--- src/rtl/hid_pkg.sv ---
// rtl/hid_pkg.sv - shared command codes, frame lengths, FSM encoding and helpers for the HID master
package hid_pkg;

    localparam logic [7:0] HID_CMD_STATUS = 8'h00;
    localparam logic [7:0] HID_CMD_KBD    = 8'h01;
    localparam logic [7:0] HID_CMD_MOUSE  = 8'h02;
    localparam logic [7:0] HID_CMD_JOY    = 8'h03;
    localparam logic [7:0] HID_CMD_DB9    = 8'h04;

    localparam logic [2:0] HID_LEN_STATUS = 3'd2;
    localparam logic [2:0] HID_LEN_KBD    = 3'd1;
    localparam logic [2:0] HID_LEN_MOUSE  = 3'd3;
    localparam logic [2:0] HID_LEN_JOY    = 3'd5;
    localparam logic [2:0] HID_LEN_DB9    = 3'd1;

    typedef enum logic [1:0] {
        ST_IDLE = 2'd0,
        ST_CMD  = 2'd1,
        ST_GAPW = 2'd2,
        ST_PAY  = 2'd3
    } hid_state_t;

    function automatic logic [2:0] frame_len(input logic [7:0] cmd);
        case (cmd)
            HID_CMD_KBD:   return HID_LEN_KBD;
            HID_CMD_MOUSE: return HID_LEN_MOUSE;
            HID_CMD_JOY:   return HID_LEN_JOY;
            HID_CMD_DB9:   return HID_LEN_DB9;
            default:       return HID_LEN_STATUS;
        endcase
    endfunction

    // Signed 8-bit add clamped to -128..+127
    function automatic logic [7:0] sat_add8(input logic [7:0] a, input logic [7:0] b);
        logic [8:0] s;
        s = {a[7], a} + {b[7], b};
        if (s[8] != s[7]) return s[8] ? 8'h80 : 8'h7F;
        return s[7:0];
    endfunction

endpackage

--- src/rtl/hid_kbd_fifo.sv ---
// rtl/hid_kbd_fifo.sv - keyboard code FIFO; a pop in the same cycle frees a slot for a push when full
module hid_kbd_fifo #(
    parameter int DEPTH = 4
) (
    input  logic       i_clk,
    input  logic       i_reset_n,
    input  logic       i_push,
    input  logic [7:0] i_data,
    input  logic       i_pop,
    output logic [7:0] o_data,
    output logic       o_full,
    output logic       o_empty
);
    localparam int AW = $clog2(DEPTH);

    logic [7:0]  r_mem [DEPTH];
    logic [AW-1:0] r_wr;
    logic [AW-1:0] r_rd;
    logic [AW:0]   r_count;
    logic          w_do_pop;
    logic          w_do_push;

    assign o_empty   = (r_count == '0);
    assign o_full    = (r_count == (AW+1)'(DEPTH));
    assign o_data    = r_mem[r_rd];
    assign w_do_pop  = i_pop & ~o_empty;
    assign w_do_push = i_push & (~o_full | w_do_pop);

    always_ff @(posedge i_clk) begin
        if (w_do_push) r_mem[r_wr] <= i_data;
    end

    always_ff @(posedge i_clk) begin
        if (!i_reset_n) begin
            r_wr    <= '0;
            r_rd    <= '0;
            r_count <= '0;
        end else begin
            if (w_do_push) r_wr <= r_wr + 1'b1;
            if (w_do_pop)  r_rd <= r_rd + 1'b1;
            case ({w_do_push, w_do_pop})
                2'b10:   r_count <= r_count + 1'b1;
                2'b01:   r_count <= r_count - 1'b1;
                default: r_count <= r_count;
            endcase
        end
    end

endmodule

--- src/rtl/hid_mcu_master.sv ---
// rtl/hid_mcu_master.sv - HID protocol initiator: arbitrates input sources and emits strobed command frames
module hid_mcu_master
    import hid_pkg::*;
#(
    parameter int GAP       = 2,
    parameter int KBD_DEPTH = 4
) (
    input  logic       i_clk,
    input  logic       i_reset_n,
    input  logic       i_kbd_valid,
    input  logic [7:0] i_kbd_code,
    output logic       o_kbd_ready,
    input  logic       i_mouse_valid,
    input  logic [1:0] i_mouse_btns,
    input  logic [7:0] i_mouse_dx,
    input  logic [7:0] i_mouse_dy,
    input  logic       i_joy_valid,
    input  logic [7:0] i_joy_dev,
    input  logic [7:0] i_joy_dig,
    input  logic [7:0] i_joy_ax,
    input  logic [7:0] i_joy_ay,
    input  logic [7:0] i_joy_extra,
    output logic       o_joy_ready,
    input  logic       i_status_req,
    output logic       o_status_valid,
    output logic [7:0] o_status_b0,
    output logic [7:0] o_status_b1,
    input  logic       i_irq,
    output logic       o_iack,
    output logic [5:0] o_db9_state,
    output logic       o_db9_valid,
    output logic       o_hid_strobe,
    output logic       o_hid_start,
    output logic [7:0] o_hid_dout,
    input  logic [7:0] i_hid_din
);
    hid_state_t r_state, w_next;
    logic [7:0] r_cmd;
    logic [2:0] r_len, r_n;
    logic [3:0] r_gap;
    logic       r_after_pay;
    logic [7:0] r_pay [8];
    logic [7:0] r_mx, r_my;
    logic [1:0] r_mbtn;
    logic       r_mpend;
    logic [7:0] r_jdev, r_jdig, r_jax, r_jay, r_jext;
    logic       r_jpend, r_spend;
    logic [7:0] r_status_b0, r_status_b1;
    logic       r_status_valid, r_db9_valid;
    logic [5:0] r_db9_state;
    logic [7:0] w_sel_cmd, w_fifo_head;
    logic       w_fifo_full, w_fifo_empty, w_req_any, w_in_cmd, w_gap_done, w_frame_end;

    assign w_in_cmd    = (r_state == ST_CMD);
    assign w_gap_done  = (r_state == ST_GAPW) && (r_gap == 4'(GAP - 1));
    assign w_frame_end = w_gap_done && (r_n == r_len);
    assign w_req_any   = i_irq | ~w_fifo_empty | r_jpend | r_mpend | r_spend;

    always_comb begin
        w_sel_cmd = HID_CMD_STATUS;
        if (i_irq)              w_sel_cmd = HID_CMD_DB9;
        else if (!w_fifo_empty) w_sel_cmd = HID_CMD_KBD;
        else if (r_jpend)       w_sel_cmd = HID_CMD_JOY;
        else if (r_mpend)       w_sel_cmd = HID_CMD_MOUSE;
    end

    hid_kbd_fifo #(.DEPTH(KBD_DEPTH)) u_kbd_fifo (
        .i_clk    (i_clk),
        .i_reset_n(i_reset_n),
        .i_push   (i_kbd_valid),
        .i_data   (i_kbd_code),
        .i_pop    (w_in_cmd && (r_cmd == HID_CMD_KBD)),
        .o_data   (w_fifo_head),
        .o_full   (w_fifo_full),
        .o_empty  (w_fifo_empty)
    );

    always_ff @(posedge i_clk) begin
        if (!i_reset_n) r_state <= ST_IDLE;
        else            r_state <= w_next;
    end

    always_comb begin
        w_next = r_state;
        case (r_state)
            ST_IDLE: if (w_req_any) w_next = ST_CMD;
            ST_CMD:  w_next = ST_GAPW;
            ST_GAPW: if (w_gap_done) w_next = (r_n == r_len) ? ST_IDLE : ST_PAY;
            ST_PAY:  w_next = ST_GAPW;
            default: w_next = ST_IDLE;
        endcase
    end

    always_comb begin
        o_hid_strobe = (r_state == ST_CMD) || (r_state == ST_PAY);
        o_hid_start  = (r_state == ST_CMD);
        o_iack       = w_in_cmd && (r_cmd == HID_CMD_DB9);
        o_hid_dout   = 8'h00;
        if (r_state == ST_CMD)      o_hid_dout = r_cmd;
        else if (r_state == ST_PAY) o_hid_dout = r_pay[r_n];
    end

    // Frame sequencing and payload snapshot taken in the CMD cycle
    always_ff @(posedge i_clk) begin
        if (!i_reset_n) begin
            r_cmd <= 8'h00; r_len <= '0; r_n <= '0; r_gap <= '0; r_after_pay <= 1'b0;
            for (int i = 0; i < 8; i++) r_pay[i] <= 8'h00;
        end else begin
            if (r_state == ST_IDLE) begin
                r_cmd <= w_sel_cmd;
                r_len <= frame_len(w_sel_cmd);
                r_n   <= '0;
            end
            if (w_in_cmd) begin
                case (r_cmd)
                    HID_CMD_KBD:   r_pay[0] <= w_fifo_head;
                    HID_CMD_MOUSE: begin
                        r_pay[0] <= {6'd0, r_mbtn}; r_pay[1] <= r_mx; r_pay[2] <= r_my;
                    end
                    HID_CMD_JOY:   begin
                        r_pay[0] <= r_jdev; r_pay[1] <= r_jdig; r_pay[2] <= r_jax;
                        r_pay[3] <= r_jay;  r_pay[4] <= r_jext;
                    end
                    default: begin r_pay[0] <= 8'h00; r_pay[1] <= 8'h00; end
                endcase
            end
            r_gap       <= (r_state == ST_GAPW) ? r_gap + 1'b1 : 4'd0;
            r_after_pay <= (r_state == ST_PAY);
            if (r_state == ST_PAY) r_n <= r_n + 1'b1;
        end
    end

    // Responder data_out settles on the strobe edge, so sample it one cycle into GAPW
    always_ff @(posedge i_clk) begin
        if (!i_reset_n) begin
            r_status_b0 <= 8'h00; r_status_b1 <= 8'h00; r_db9_state <= 6'd0;
            r_status_valid <= 1'b0; r_db9_valid <= 1'b0;
        end else begin
            r_status_valid <= w_frame_end && (r_cmd == HID_CMD_STATUS);
            r_db9_valid    <= w_frame_end && (r_cmd == HID_CMD_DB9);
            if ((r_state == ST_GAPW) && r_after_pay) begin
                if (r_cmd == HID_CMD_DB9) r_db9_state <= i_hid_din[5:0];
                if (r_cmd == HID_CMD_STATUS && r_n == 3'd1) r_status_b0 <= i_hid_din;
                if (r_cmd == HID_CMD_STATUS && r_n == 3'd2) r_status_b1 <= i_hid_din;
            end
        end
    end

    always_ff @(posedge i_clk) begin
        if (!i_reset_n) begin
            r_mx <= 8'h00; r_my <= 8'h00; r_mbtn <= 2'b00; r_mpend <= 1'b0;
            r_jdev <= 8'h00; r_jdig <= 8'h00; r_jax <= 8'h00; r_jay <= 8'h00; r_jext <= 8'h00;
            r_jpend <= 1'b0; r_spend <= 1'b0;
        end else begin
            if (w_in_cmd && r_cmd == HID_CMD_MOUSE) begin
                r_mx    <= i_mouse_valid ? i_mouse_dx : 8'h00;
                r_my    <= i_mouse_valid ? i_mouse_dy : 8'h00;
                r_mpend <= i_mouse_valid;
                if (i_mouse_valid) r_mbtn <= i_mouse_btns;
            end else if (i_mouse_valid) begin
                r_mx    <= sat_add8(r_mx, i_mouse_dx);
                r_my    <= sat_add8(r_my, i_mouse_dy);
                r_mbtn  <= i_mouse_btns;
                r_mpend <= 1'b1;
            end
            if (w_in_cmd && r_cmd == HID_CMD_JOY) begin
                r_jpend <= 1'b0;
            end else if (i_joy_valid && !r_jpend) begin
                r_jdev <= i_joy_dev; r_jdig <= i_joy_dig; r_jax <= i_joy_ax;
                r_jay  <= i_joy_ay;  r_jext <= i_joy_extra; r_jpend <= 1'b1;
            end
            if (w_in_cmd && r_cmd == HID_CMD_STATUS) r_spend <= 1'b0;
            else if (i_status_req)                   r_spend <= 1'b1;
        end
    end

    assign o_kbd_ready    = ~w_fifo_full;
    assign o_joy_ready    = ~r_jpend;
    assign o_status_valid = r_status_valid;
    assign o_status_b0    = r_status_b0;
    assign o_status_b1    = r_status_b1;
    assign o_db9_state    = r_db9_state;
    assign o_db9_valid    = r_db9_valid;

endmodule

--- config.mk ---
export PLATFORM = sky130hd
export DESIGN_NAME = hid_mcu_master
export DESIGN_NICKNAME = d
export VERILOG_FILES = /design/src/rtl/hid_pkg.sv /design/src/rtl/hid_kbd_fifo.sv /design/src/rtl/hid_mcu_master.sv
export SDC_FILE = /design/constraint.sdc
export NUM_CORES = 1
export LEC_CHECK = 0
export CORE_ASPECT_RATIO = 1.5
export CORE_MARGIN = 2
export CORE_UTILIZATION = 44
export DETAILED_ROUTE_END_ITERATION = 8
export PLACE_DENSITY = 0.69
export SLEW_MARGIN = 20
export SYNTH_ARGS = -nofsm -noshare
export SYNTH_HDL_FRONTEND = slang
export SYNTH_SLANG_ARGS = --single-unit
--- constraint.sdc ---
create_clock -name i_clk -period 2.51 [get_ports i_clk]
set_clock_uncertainty 0.1 [all_clocks]
set_input_delay 0.502 -clock i_clk [delete_from_list [all_inputs] [get_ports i_clk]]
set_output_delay 0.502 -clock i_clk [all_outputs]
set_load 0.01 [all_outputs]
==> flow_summary.ini <==
[clock_network]
root_buffer = clkbuf_16
cts_tree = built
cts_sinks = 185
cts.hold.buffers_added = 0
cts.reportedPaths.clkPinSlew_ns = 0.07
cts_buffers = 17
htree_num_levels = 4
clk_latency_ns = 0.42
clock_path_buffers = 2

[sta]
max_slew.worst_pin.slew_ns = 0.587
drv_slew = 0
final.setup.worst_slack_ns = 0.0497
fin_crit_ns = 2.46
rsz0062_at_grt = yes
period_share_pct = 98.0
tns_ns = 0
setup_viol = 0
worst_hold_slack_ns = 0.354
final-hold-violation-count = 0
max-slew-margin-rel_pct = 60.8
clock.fmax_ghz = 0.406

[worst_hold_path]
hp-start = r_jay[0]
hold_end = r_jay[0]
holdPathStages = 2
hold_class = reg -> reg

[setup_path]
worstSetupPathType = reg -> out
cp-start-kind = flop
crit_fanout = 8
worst_r2r_endpoint = u_kbd_fifo.r_count[2]
r2r_setup_slack_ns = 0.09
r2r_cells = 10
critical_path_arrival_ns = 1.86
rr_startpoint = r_state[1]
endpoint_kind = output port
worstPathRequired_ns = 1.91

[layout]
fin_util_pct = 57.9
num_antenna_cells = 0
fin_nets = 1095
final_cell_mix = nand2_1 (136), dfxtp_1 (110), clkdlybuf4s50_1 (104), a21oi_1 (89), edfxtp_1 (72)
area_growth_pct = 30.1
final_common_cell = nand2_1
layout-drive-gt1-share_pct = 16.0

[synthesis]
yosys_warnings = 0
synth_top_area_cell = dfxtp_1
post_synth_num_cell_types = 64
async_flop_share_pct = 0
ys_ff_latch = 185
synthCells = 829
syn_nets = 943
avgSynthCellArea_sq_um = 10.2
yosys-top-cells-area = dfxtp_1 (27%), edfxtp_1 (26%), nand2_1 (6.1%), a21oi_1 (5.3%), ha_1 (4.5%)
synth-main-ff-cell = dfxtp_1
synth_top_area_share_pct = 26.9
synth.cell_area_sq_mm = 0.00842
yosysSeqAreaShare_pct = 52.5
synth_edf_count = 72

[drt]
ant_nets = 0
drt_iter0_markers = 364
totalWireLength_mm = 20.8
first_pass_iters = 5
drc = 0
detail_route.wl_per_cell_um = 16.7
vias = 6566
detail_route.vias_per_cell = 5.25

[outcome]
outcome = finished, final reports clean

[global_routing]
grt_max_degree = 40
gr-total-overflow = 0
grt_pass1_vias = 6565
antenna_found_initial = 0
grt_usage_pct = 20.9
grt_pass1_wl_mm = 32.9

[power]
power.leakage_nw = 4.15
power_density_mw_per_mm2 = 739
irDropWorstVdd_mv = 0.484

[place]
port_buffers = 117
place_ws_ns = -0.541
place_hpwl_mm = 15.2
gp_congestion = 0.880

[die]
fp.dieW_um = 117
die_y_um = 173
initial_core_util_pct = 44.5
num_io_pins = 118
die_area_sq_mm = 0.0203
coreArea_sq_mm = 0.0189
rows = 62

[flow_run]
max-cap-violations = 0
==> state kept, by name, indices dropped and copies added, names as in the netlist, 4 cells and up, named ones only <==
register	cells
r_pay	40
r_jdig	8
o_db9_state	6
o_status_b0	8
r_jext	8
r_mx	8
r_jax	8
u_kbd_fifo.r_mem	32
r_jdev	8
r_gap	4
r_jay	8
o_status_b1	8
r_my	8
==> synth_stat cells, types with 8 or more instances <==
cell      instances
a22o_1           15
nor2_1           65
edfxtp_1         72
and2_1           22
a21oi_1          90
a211oi_1          9
dfxtp_1         113
xnor2_1          11
a22oi_1           8
mux4_2           16
ha_1             30
nand3_1          31
xor2_1            8
o21ai_0          25
mux2i_1          11
nand2_1         136
clkbuf_1         31
inv_1            24
==> through the flow <==
| stage | cell area (sq um) | power (mW) | std cells |
|---|---|---|---|
| 2_1_floorplan | 8460 | 4.68 | 829 |
| 3_3_place_gp | 10200 | 5.35 | 1213 |
| 3_5_place_dp | 10200 | 5.39 | 1213 |
| 4_1_cts | 10900 | 8.08 | 1246 |
| 5_1_grt | 11000 | 8.48 | 1250 |
| 6_report | 11000 | 8.10 | 1250 |
==> report_power, final <==
group	switching, mW	internal [mW]	leakage (nW)	total [mW]
logic	0.966	0.946	2.22	1.91
registers	0.152	3.36	1.64	3.51
clock network	1.23	1.44	0.286	2.67
total	2.35	5.75	4.15	8.10
==> critical path, cell delays in order, from the launching register on <==
cell and delay (ns):
dfxtp_4 0.37, clkbuf_16 0.15, buf_4 0.14, nor3_4 0.19
buf_12 0.15, a22oi_2 0.08, o21ai_0 0.19, buf_2 0.17
==> timing repair <==
action,in CTS,in global routing
buffers inserted,1,3
cloned,0,1
endpoints found under the setup margin,12,28
gates resized for setup,44,25
pin swaps,5,12
==> worst max path at each step <==
stage | end | startpoint
finish | o_hid_dout[0] | flop
global route | o_hid_dout[6] | flop
CTS | o_hid_dout[5] | flop
detailed placement | r_mx[5] | i_mouse_dx[0]
global placement | r_mx[5] | i_mouse_dx[0]
floorplan | u_kbd_fifo.r_count[2] | r_state[1]
==> final cells by class <==
class / count / area, sq um
Timing Repair Buffer: 179 / 1690
Multi-Input combinational cell: 572 / 3830
Clock buffer: 18 / 439
Fill cell: 1650 / 7970
Clock inverter: 14 / 154
Sequential cell: 185 / 4430
Tap cell: 256 / 320
Inverter: 26 / 97.6
==> per-layer routing <==
metal  wire length (um)  vias up  GRT usage (%)
met4                529        0           8.24
met3                783       33           3.29
met2              11400      167           38.1
met1               8100     3121           23.9
met5                  0        -              0
li1                   -     3245              -
==> cell families (layout without fill, tap and decap cells) <==
kind of cell,count (synthesis),after routing,synth area share [%]
and+or+nand+nor,295,295,15.9
AOI/OAI and AO/OA,195,195,14.7
DFF,185,185,52.5
buffers and inverters,72,237,3.80
adders and majority gates,35,35,5.42
muxes,28,28,5.72
xor gates and xnor gates,19,19,1.98
No activity file was read; power rests on OpenSTA's default activity.
